$ cat src/rtl/ysyx_22040127_pkg.sv
// ysyx_22040127_pkg: shared fetch constants and fetch state encoding
package ysyx_22040127_pkg;
    localparam logic [31:0] RESET_PC = 32'h8000_0000;
    localparam int XLEN = 64;
    typedef enum logic [1:0] {S_REQ = 2'd0, S_WAIT = 2'd1, S_OUT = 2'd2} state_e;
endpackage

$ cat src/rtl/ysyx_22040127_ifu_if.sv
// ysyx_22040127_ifu_if: redirect, memory port and decode-side signals of the fetch unit
interface ysyx_22040127_ifu_if;
    import ysyx_22040127_pkg::*;
    logic            redirect_valid;
    logic [31:0]     redirect_pc;
    logic            mem_req_valid;
    logic            mem_req_ready;
    logic [XLEN-1:0] mem_req_addr;
    logic            mem_resp_valid;
    logic [XLEN-1:0] mem_resp_data;
    logic            inst_valid;
    logic            inst_ready;
    logic [31:0]     inst;
    logic [31:0]     inst_pc;
    modport master (
        input  redirect_valid, redirect_pc, mem_req_ready, mem_resp_valid, mem_resp_data, inst_ready,
        output mem_req_valid, mem_req_addr, inst_valid, inst, inst_pc
    );
    modport slave (
        output redirect_valid, redirect_pc, mem_req_ready, mem_resp_valid, mem_resp_data, inst_ready,
        input  mem_req_valid, mem_req_addr, inst_valid, inst, inst_pc
    );
endinterface

$ cat src/rtl/ysyx_22040127_ifu_linebuf.sv
// ysyx_22040127_ifu_linebuf: one-entry doubleword buffer with tag compare and word select
module ysyx_22040127_ifu_linebuf
    import ysyx_22040127_pkg::*;
(
    input  logic            clk,
    input  logic            rst,
    input  logic            fill_i,
    input  logic [28:0]     fill_tag_i,
    input  logic [XLEN-1:0] fill_data_i,
    input  logic [28:0]     lookup_tag_i,
    input  logic            sel_i,
    output logic            hit_o,
    output logic [31:0]     inst_o
);
    logic            valid_q;
    logic [28:0]     tag_q;
    logic [XLEN-1:0] data_q;
    always_ff @(posedge clk) begin
        if (rst) begin
            valid_q <= 1'b0;
            tag_q   <= '0;
            data_q  <= '0;
        end else if (fill_i) begin
            valid_q <= 1'b1;
            tag_q   <= fill_tag_i;
            data_q  <= fill_data_i;
        end
    end
    // A fill landing this cycle is what the lookup will see next cycle, so compare against it.
    assign hit_o  = fill_i ? fill_tag_i == lookup_tag_i : valid_q && tag_q == lookup_tag_i;
    assign inst_o = sel_i ? data_q[63:32] : data_q[31:0];
endmodule

$ cat src/rtl/ysyx_22040127_ifu.sv
// ysyx_22040127_ifu: PC, fetch FSM and redirect/discard handling in front of decode
module ysyx_22040127_ifu
    import ysyx_22040127_pkg::*;
#(
    parameter logic [31:0] RESET_PC = ysyx_22040127_pkg::RESET_PC
) (
    input logic               clk,
    input logic               rst,
    ysyx_22040127_ifu_if.master bus_io
);
    state_e      state_q, state_d;
    logic [31:0] pc_q, pc_d;
    logic [28:0] req_tag_q, req_tag_d;
    logic        discard_q, discard_d;
    logic        fill, lookup, hit;
    assign fill      = state_q == S_WAIT && bus_io.mem_resp_valid;
    assign pc_d      = bus_io.redirect_valid ? bus_io.redirect_pc & 32'hffff_fffc :
                       state_q == S_OUT && bus_io.inst_ready ? pc_q + 32'd4 : pc_q;
    // The outstanding request address must survive until its response fills the buffer.
    assign req_tag_d = state_q == S_OUT || fill ? pc_d[31:3] : req_tag_q;
    always_ff @(posedge clk) begin
        if (rst) begin
            state_q   <= S_REQ;
            pc_q      <= RESET_PC;
            req_tag_q <= RESET_PC[31:3];
            discard_q <= 1'b0;
        end else begin
            state_q   <= state_d;
            pc_q      <= pc_d;
            req_tag_q <= req_tag_d;
            discard_q <= discard_d;
        end
    end
    always_comb begin
        state_d   = state_q;
        discard_d = discard_q;
        lookup    = 1'b0;
        case (state_q)
            S_REQ: begin
                state_d   = bus_io.mem_req_ready ? S_WAIT : S_REQ;
                discard_d = discard_q || bus_io.redirect_valid;
            end
            S_WAIT: begin
                state_d   = fill ? S_OUT : S_WAIT;
                discard_d = !fill && (discard_q || bus_io.redirect_valid);
                lookup    = fill && (discard_q || bus_io.redirect_valid);
            end
            S_OUT: lookup = bus_io.redirect_valid || bus_io.inst_ready;
            default: state_d = S_REQ;
        endcase
        if (lookup) state_d = hit ? S_OUT : S_REQ;
    end
    ysyx_22040127_ifu_linebuf u_buf (
        .clk          (clk),
        .rst          (rst),
        .fill_i       (fill),
        .fill_tag_i   (req_tag_q),
        .fill_data_i  (bus_io.mem_resp_data),
        .lookup_tag_i (pc_d[31:3]),
        .sel_i        (pc_q[2]),
        .hit_o        (hit),
        .inst_o       (bus_io.inst)
    );
    assign bus_io.mem_req_valid = !rst && state_q == S_REQ;
    assign bus_io.mem_req_addr  = {{(XLEN-32){1'b0}}, req_tag_q, 3'b000};
    assign bus_io.inst_valid    = !rst && state_q == S_OUT;
    assign bus_io.inst_pc       = pc_q;
endmodule
$ cat src/flat_wrapper.sv
// flat-port wrapper written by rule: the top's interface ports become plain ports
module ysyx_22040127_ifu_flat import ysyx_22040127_pkg::*;
#(
    parameter logic [31:0] RESET_PC = ysyx_22040127_pkg::RESET_PC
)
  (clk, rst, bus_io_redirect_valid, bus_io_redirect_pc, bus_io_mem_req_ready, bus_io_mem_resp_valid, bus_io_mem_resp_data, bus_io_inst_ready, bus_io_mem_req_valid, bus_io_mem_req_addr, bus_io_inst_valid, bus_io_inst, bus_io_inst_pc);
  ysyx_22040127_ifu_if bus_io_i ();
  input logic clk;
  input logic rst;
  input wire logic [$bits(bus_io_i.redirect_valid)-1:0] bus_io_redirect_valid;
  input wire logic [$bits(bus_io_i.redirect_pc)-1:0] bus_io_redirect_pc;
  input wire logic [$bits(bus_io_i.mem_req_ready)-1:0] bus_io_mem_req_ready;
  input wire logic [$bits(bus_io_i.mem_resp_valid)-1:0] bus_io_mem_resp_valid;
  input wire logic [$bits(bus_io_i.mem_resp_data)-1:0] bus_io_mem_resp_data;
  input wire logic [$bits(bus_io_i.inst_ready)-1:0] bus_io_inst_ready;
  output wire logic [$bits(bus_io_i.mem_req_valid)-1:0] bus_io_mem_req_valid;
  output wire logic [$bits(bus_io_i.mem_req_addr)-1:0] bus_io_mem_req_addr;
  output wire logic [$bits(bus_io_i.inst_valid)-1:0] bus_io_inst_valid;
  output wire logic [$bits(bus_io_i.inst)-1:0] bus_io_inst;
  output wire logic [$bits(bus_io_i.inst_pc)-1:0] bus_io_inst_pc;
  assign bus_io_i.redirect_valid = bus_io_redirect_valid;
  assign bus_io_i.redirect_pc = bus_io_redirect_pc;
  assign bus_io_i.mem_req_ready = bus_io_mem_req_ready;
  assign bus_io_i.mem_resp_valid = bus_io_mem_resp_valid;
  assign bus_io_i.mem_resp_data = bus_io_mem_resp_data;
  assign bus_io_i.inst_ready = bus_io_inst_ready;
  assign bus_io_mem_req_valid = bus_io_i.mem_req_valid;
  assign bus_io_mem_req_addr = bus_io_i.mem_req_addr;
  assign bus_io_inst_valid = bus_io_i.inst_valid;
  assign bus_io_inst = bus_io_i.inst;
  assign bus_io_inst_pc = bus_io_i.inst_pc;
  ysyx_22040127_ifu #(.RESET_PC(RESET_PC)) u_core (.clk(clk), .rst(rst), .bus_io(bus_io_i));
endmodule
$ cat config.mk
export PLATFORM = sky130hd
export DESIGN_NAME = ysyx_22040127_ifu_flat
export DESIGN_NICKNAME = d
export VERILOG_FILES = /design/src/rtl/ysyx_22040127_pkg.sv /design/src/rtl/ysyx_22040127_ifu_if.sv /design/src/rtl/ysyx_22040127_ifu_linebuf.sv /design/src/rtl/ysyx_22040127_ifu.sv /design/src/flat_wrapper.sv
export SDC_FILE = /design/constraint.sdc
export NUM_CORES = 1
export LEC_CHECK = 0
export CAP_MARGIN = 20
export CORE_UTILIZATION = 50
export CTS_CLUSTER_DIAMETER = 100
export DETAILED_ROUTE_END_ITERATION = 8
export PLACE_DENSITY = 0.81
export SYNTH_ARGS = -nofsm -noshare
export SYNTH_HDL_FRONTEND = slang
export SYNTH_SLANG_ARGS = --single-unit
$ cat constraint.sdc
create_clock -name clk -period 3.5 [get_ports clk]
set_clock_uncertainty 0.1 [all_clocks]
set_input_delay 0.875 -clock clk [delete_from_list [all_inputs] [get_ports clk]]
set_output_delay 0.875 -clock clk [all_outputs]
set_load 0.05 [all_outputs]
==> metrics.md, run 1 <==
| Metric | Value |
|---|---|
| Via/cell ratio | `5.77` |
| Avg Cell Area, Syn | `7.57 um2` |
| PwrDens | `408 mW/mm2` |
| Worst Path Required | `2520 ps` |
| Final Hold Viols | `0` |
| Die Wd | `135 um` |
| DP HPWL | `26.0 mm` |
| Post-detailed-routing wire length | `34.7 mm` |
| Reg clk slew, reported paths | `70 ps` |
| Area delta synth->final | `36.5%` |
| Final #Nets | `1525` |
| #FFs+latches synth | `156` |
| Slowest CP cell | `clkdlybuf4s50_1` |
| Placed inst area | `0.0115 mm2` |
| Via count | `9563` |
| Post-synth EDFFs | `0` |
| Worst VDD drop | `0.340 mV` |
| Number of distinct library cells after synthesis | `72` |
| TritonRoute pass-1 iters | `5` |
| Initial antenna violation count | `1` |
| Post-route ant nets | `0` |
| RSZ-0062 raised after global routing | `false` |
| Final GP Congestion | `1.02` |
| Crit-path cells | `buf_4 > mux2_2 > clkdlybuf4s50_1` |
| Yosys top cell by area | `dfxtp_1` |
| CP startpoint kind | `flip-flop` |
| FF+latch area | `0.00312 mm2` |
| Most common cell after layout, fill and taps aside | `nand2_1` |
| Die H | `135 um` |
| Async SR Flop Fraction | `0%` |
| HP Class | `reg2reg` |
| Critical path class | `reg2out` |
| H-tree depth | `4` |
| Nature of the critical path endpoint | `output port` |
| Synth Instances | `1175` |
| Core area | `0.0174 mm2` |
| Layout cells sized above 1 | `14.7%` |
| Largest net degree at the start of global routing | `95` |
| Max Fanout on Critical Path | `34` |
| Post-CTS Setup Repair Bufs | `0` |
| Fillers | `1460` |
| Synth Flop Type | `dfxtp_1` |
| Status | `finished, final reports clean` |
| Clk_lat worst skew | `430 ps` |
| Final setup viols | `0` |
| DIE AREA | `0.0183 mm2` |
| DR WL/cell | `20.9 um` |
| Max-cap violation count | `0` |
| Multi-input logic area | `0.00521 mm2` |
| Sequential share of the synthesized area | `35.1%` |
| Tot Pwr | `4.95 mW` |
| Post-route cell area | `0.0121 mm2` |
| Worst-case clock buffer depth | `2` |
| IO Pins | `232` |
| Dpl cells | `1625` |
| Initial Util | `51.2%` |
| Row cnt | `48` |
| Slew Viols, Final | `0` |
| Synth top area share | `35.1%` |
| CTS root buffer | `clkbuf_16` |
| DRC violations left | `0` |
| Antenna Cells | `0` |
| Fin crit period | `3360 ps` |
| Port-buffer cells | `192` |
| Least-Margin Pin Slew | `1040 ps` |
| Num CTS Buffers | `17` |
| FMAX | `298 MHz` |
| Initial DRC count | `918` |
| Gr usage total | `37.9%` |
| CTS Hold Bufs | `0` |
| Non-Filler Instances | `1657` |
| Vias in the first global route | `8819` |
| Leak | `4.71 nW` |
| Most frequent cells in the layout | `nand2_1, clkdlybuf4s50_1, dfxtp_1` |
| Tcrit/Tclk final | `95.9%` |
| YS warnings | `0` |
| Synthesized area | `0.00889 mm2` |
| Remaining Overflow, GRT | `0` |
| Crit-path max cell delay | `720 ps` |
| CTS Sinks | `156` |
| Critical Path AT | `2380 ps` |
| First-pass GRT wire length | `51.8 mm` |
| Synth top area cells | `dfxtp_1, nand2_1, a21oi_1` |
| CTS tree | `yes` |
| Max-slew headroom | `30.5%` |
[kinds of logic (layout without fill, tap and decap cells)]
| logic type | after synthesis | count (layout) | share of synthesized area, % |
|---|---|---|---|
| AOI/OAI and AO/OA | 276 | 276 | 18.8 |
| xor gates and xnor gates | 78 | 78 | 7.68 |
| adders and majority gates | 4 | 4 | 0.563 |
| buffers and inverters | 151 | 372 | 8.26 |
| DFF | 156 | 156 | 35.1 |
| muxes | 46 | 46 | 5.66 |
| other | 1 | 37 | 0.0422 |
| and+or+nand+nor | 463 | 463 | 23.9 |
[worst paths after layout]
check	from	endpoint	slack (ps)	depth (start not counted)
worst max-delay path	u_core.bus_io.inst_pc[2]	bus_io_inst[24]	140	3
worst max register to register	u_core.bus_io.inst_pc[8]	u_core.state_q[1]	170	9
worst min register to register	u_core.u_buf.data_q[10]	u_core.u_buf.data_q[10]	350	2
worst min-delay path	u_core.u_buf.data_q[10]	u_core.u_buf.data_q[10]	350	2
[power breakdown]
part | internal (mW) | total [mW] | switching [mW]
Combinational | 0.445 | 1.19 | 0.746
Clock | 0.943 | 1.80 | 0.860
Sequential | 1.85 | 1.96 | 0.105
[critical path: cells and delay by family (launching register included)]
family / cells / cell delay [ps]
DFF: 1 / 360
muxes: 1 / 410
buffers and inverters: 2 / 1150
[what timing repair did]
action                     CTS  global route
pin swaps                    0             0
setup endpoints to repair    1             1
resized for setup            1             4
[cell type report]
class	count	area share [%]
Clock buffer	19	3.57
Clock inverter	13	1.08
Inverter	28	0.866
Multi-Input combinational cell	904	42.9
Sequential cell	156	25.8
Tap cell	225	2.32
Timing Repair Buffer	312	23.5
[cell usage after synthesis, types with 17 or more instances]
master / n
nand2_1: 228
a21oi_1: 148
nand3_1: 17
buf_4: 39
clkbuf_1: 61
o21ai_0: 43
nor2_1: 103
inv_1: 28
xnor2_1: 24
dfxtp_1: 156
mux2_2: 34
xor2_1: 54
[registers in the layout, indices dropped and copies added, names as in the netlist]
name,count
u_core.u_buf.data_q,64
u_core.u_buf.valid_q,1
u_core.bus_io.inst_pc,30
u_core.req_tag_q,29
u_core.state_q,2
u_core.discard_q,1
u_core.u_buf.tag_q,29
[stage by stage]
stage / util, % / hold WS, ps / setup slack [ps] / TNS (ps)
after floorplan: - / 331 / 224 / 0
after global placement: 66.5 / 339 / -421 / -479
after detailed placement: 66.5 / 344 / -473 / -605
after CTS: 69.8 / 356 / 82.4 / 0
after global routing: 69.9 / 369 / 34.6 / 0
final: 69.9 / 352 / 144 / 0
[metal layers]
layer / wire, um / vias to the layer above / global-route usage (%)
li1: - / 4461 / -
met5: 0 / - / 0
met3: 2880 / 58 / 8.12
met4: 1000 / 0 / 12.5
met2: 16500 / 473 / 62.8
met1: 14300 / 4571 / 48.6
No activity file was read; power rests on OpenSTA's default activity.
==> run 2, diff against run 1 <==
--- a/config.mk
+++ b/config.mk
@@ -9,7 +9,7 @@
 export CORE_UTILIZATION = 50
 export CTS_CLUSTER_DIAMETER = 100
 export DETAILED_ROUTE_END_ITERATION = 8
-export PLACE_DENSITY = 0.81
+export PLACE_DENSITY = 0.82
 export SYNTH_ARGS = -nofsm -noshare
 export SYNTH_HDL_FRONTEND = slang
 export SYNTH_SLANG_ARGS = --single-unit
==> run 2 against run 1 <==
Wire length fell by 2.0%. Non-clock buffer count rose by 11. Die area did not move. Core utilization rose by 0.76 points. Clock-buffer cell count fell by 2. Design area rose by 1.1%. Global-route usage fell by 0.83 points. Worst setup slack got worse by 37 ps. Highest routed layer unchanged.
==> metrics.md, run 2 (synthesis results as in run 1) <==
| Metric | Value |
|---|---|
| Status | `finished, final reports clean (unchanged)` |
| Reg2Reg Setup Slack | `180 ps (was 170 ps)` |
| Tcrit/Tclk final | `97.0% (was 95.9%)` |
| PwrDens | `411 mW/mm2 (was 408 mW/mm2)` |
| Via/cell ratio | `5.69 (was 5.77)` |
| Non-Filler Instances | `1668 (was 1657)` |
| Worst Path Required | `2520 ps (about the same)` |
| Max reg flops | `64 (unchanged)` |
| Layout cells sized above 1 | `15.9% (was 14.7%)` |
| Clk_lat worst skew | `440 ps (was 430 ps)` |
| IO Pins | `232 (unchanged)` |
| CTS Hold Bufs | `0 (unchanged)` |
| Biggest register | `u_core.u_buf.data_q (unchanged)` |
| Reg clk slew, reported paths | `80 ps (was 70 ps)` |
| Hold Path Depth | `2 (unchanged)` |
| Critical path class | `reg2out (unchanged)` |
| Crit Reg-Reg Startpoint | `u_core.state_q[1] (was u_core.bus_io.inst_pc[8])` |
| CTS Sinks | `156 (unchanged)` |
| DIE AREA | `0.0183 mm2 (unchanged)` |
| Worst-case clock buffer depth | `2 (unchanged)` |
| Setup slack after layout | `107 ps (was 144 ps)` |
| CP startpoint kind | `flip-flop (unchanged)` |
| Leak | `4.78 nW (was 4.71 nW)` |
| Post-route ant nets | `0 (unchanged)` |
| First-pass GRT wire length | `51.0 mm (was 51.8 mm)` |
| Initial Util | `51.2% (unchanged)` |
| Final Hold Viols | `0 (unchanged)` |
| CTS tree | `yes (unchanged)` |
| Die Wd | `135 um (unchanged)` |
| Min-delay src | `u_core.u_buf.data_q[34] (was u_core.u_buf.data_q[10])` |
| Critical Path AT | `2420 ps (was 2380 ps)` |
| Largest net degree at the start of global routing | `95 (unchanged)` |
| Area delta synth->final | `38.0% (was 36.5%)` |
| R2r endpoint | `u_core.state_q[1] (unchanged)` |
| Row cnt | `48 (unchanged)` |
| Sum of negative setup slack | `0 ps (unchanged)` |
| Tot Pwr | `5.04 mW (was 4.95 mW)` |
| Fin crit period | `3390 ps (was 3360 ps)` |
| Dpl cells | `1632 (was 1625)` |
| DR WL/cell | `20.3 um (was 20.9 um)` |
| Gr usage total | `37.0% (was 37.9%)` |
| Final #Nets | `1536 (was 1525)` |
| DP HPWL | `25.5 mm (was 26.0 mm)` |
| CTS root buffer | `clkbuf_16 (unchanged)` |
| Dpl ws | `-423 ps (was -473 ps)` |
| Least-Margin Pin Slew | `991 ps (was 1040 ps)` |
| DRC violations left | `0 (unchanged)` |
| Die H | `135 um (unchanged)` |
| Port-buffer cells | `192 (unchanged)` |
| H-tree depth | `4 (unchanged)` |
| Slew Viols, Final | `0 (unchanged)` |
| Max-cap violation count | `0 (unchanged)` |
| HP Class | `reg2reg (unchanged)` |
| Most frequent cells in the layout | `nand2_1, clkdlybuf4s50_1, dfxtp_1 (unchanged)` |
| Vias in the first global route | `8864 (was 8819)` |
| Max Fanout on Critical Path | `34 (unchanged)` |
| Final GP Congestion | `1.04 (was 1.02)` |
| R2R cell count | `10 (was 9)` |
| RSZ-0062 raised after global routing | `false (unchanged)` |
| Initial DRC count | `815 (was 918)` |
| Remaining Overflow, GRT | `0 (unchanged)` |
| Num CTS Buffers | `17 (unchanged)` |
| Crit. Startpoint | `u_core.bus_io.inst_pc[2] (unchanged)` |
| Nature of the critical path endpoint | `output port (unchanged)` |
| Hold Crit Endpoint | `u_core.u_buf.data_q[34] (was u_core.u_buf.data_q[10])` |
| Post-detailed-routing wire length | `33.9 mm (was 34.7 mm)` |
| FMAX | `295 MHz (was 298 MHz)` |
| Most common cell after layout, fill and taps aside | `nand2_1 (unchanged)` |
| Final setup viols | `0 (unchanged)` |
| Worst VDD drop | `0.354 mV (was 0.340 mV)` |
| TritonRoute pass-1 iters | `6 (was 5)` |
| Via count | `9485 (was 9563)` |
| Core area | `0.0174 mm2 (unchanged)` |
| Max-slew headroom | `34.0% (was 30.5%)` |
| Initial antenna violation count | `0 (was 1)` |
| Antenna Cells | `0 (unchanged)` |
## run 2: changes by cell type in the layout (fill, tap and decap cells not counted), sizes merged
| cell | change |
|---|---|
| dlymetal6s2s | +1 |
| dlygate4sd2 | -1 |
| clkbuf | -2 |
| clkinvlp | +2 |
| clkdlybuf4s50 | -1 |
| buf | +12 |
## run 2: per-stage QoR
step	utilization, %	hold slack, ps	cell area (um2)
finish	70.7	353	12300
global route	70.7	369	12300
CTS	70.3	353	12200
detailed placement	66.8	343	11600
global placement	66.8	338	11600
floorplan	-	331	9020
## run 2: repair_timing
item	in CTS	in global routing
pin swaps	1	5
setup endpoints to repair	1	1
resized for setup	1	9
endpoints found under the hold margin	0	0
buffers inserted	1	3
## run 2: worst max-delay path by stage
stage / endpoint / slack [ps] / depth (start not counted)
after global routing: bus_io_inst[19] / 30 / 3
final: bus_io_inst[19] / 110 / 3
after floorplan: u_core.state_q[1] / 220 / 9
after detailed placement: u_core.state_q[1] / -420 / 10
after CTS: u_core.state_q[1] / 20 / 11
after global placement: u_core.state_q[1] / -420 / 10
## run 2: final cells by class
cell class                 count  area [um2]
clock inverter                15         175
clock buffer                  17         425
tap                          225         282
timing repair buffer         323        2940
fill                        1424        5090
multi-input combinational    904        5220
inverter                      28         105
sequential                   156        3120
## run 2: routing by layer
metal	track usage (%)	vias up	share of wire, %
met5	0	-	0
met4	15.4	0	3.3
met3	8.16	73	7.9
met2	60.2	447	47
met1	47.3	4465	42
li1	-	4500	-
## run 2: critical path, cell delays in order (launching register included)
cell             delay (ps)
dfxtp_2                 360
buf_4                   440
mux2_2                  410
clkdlybuf4s50_1         730
## run 2: power breakdown
group | switching, mW | internal, mW
combinational | 0.746 | 0.454
clock | 0.917 | 0.963
sequential | 0.103 | 1.85
==> run 3, diff against run 2 <==
--- a/config.mk
+++ b/config.mk
@@ -7,7 +7,6 @@
 export LEC_CHECK = 0
 export CAP_MARGIN = 20
 export CORE_UTILIZATION = 50
-export CTS_CLUSTER_DIAMETER = 100
 export DETAILED_ROUTE_END_ITERATION = 8
 export PLACE_DENSITY = 0.82
 export SYNTH_ARGS = -nofsm -noshare
==> results of run 3 <==
The final DEF is identical to that of run 2; final timing and power are the same.
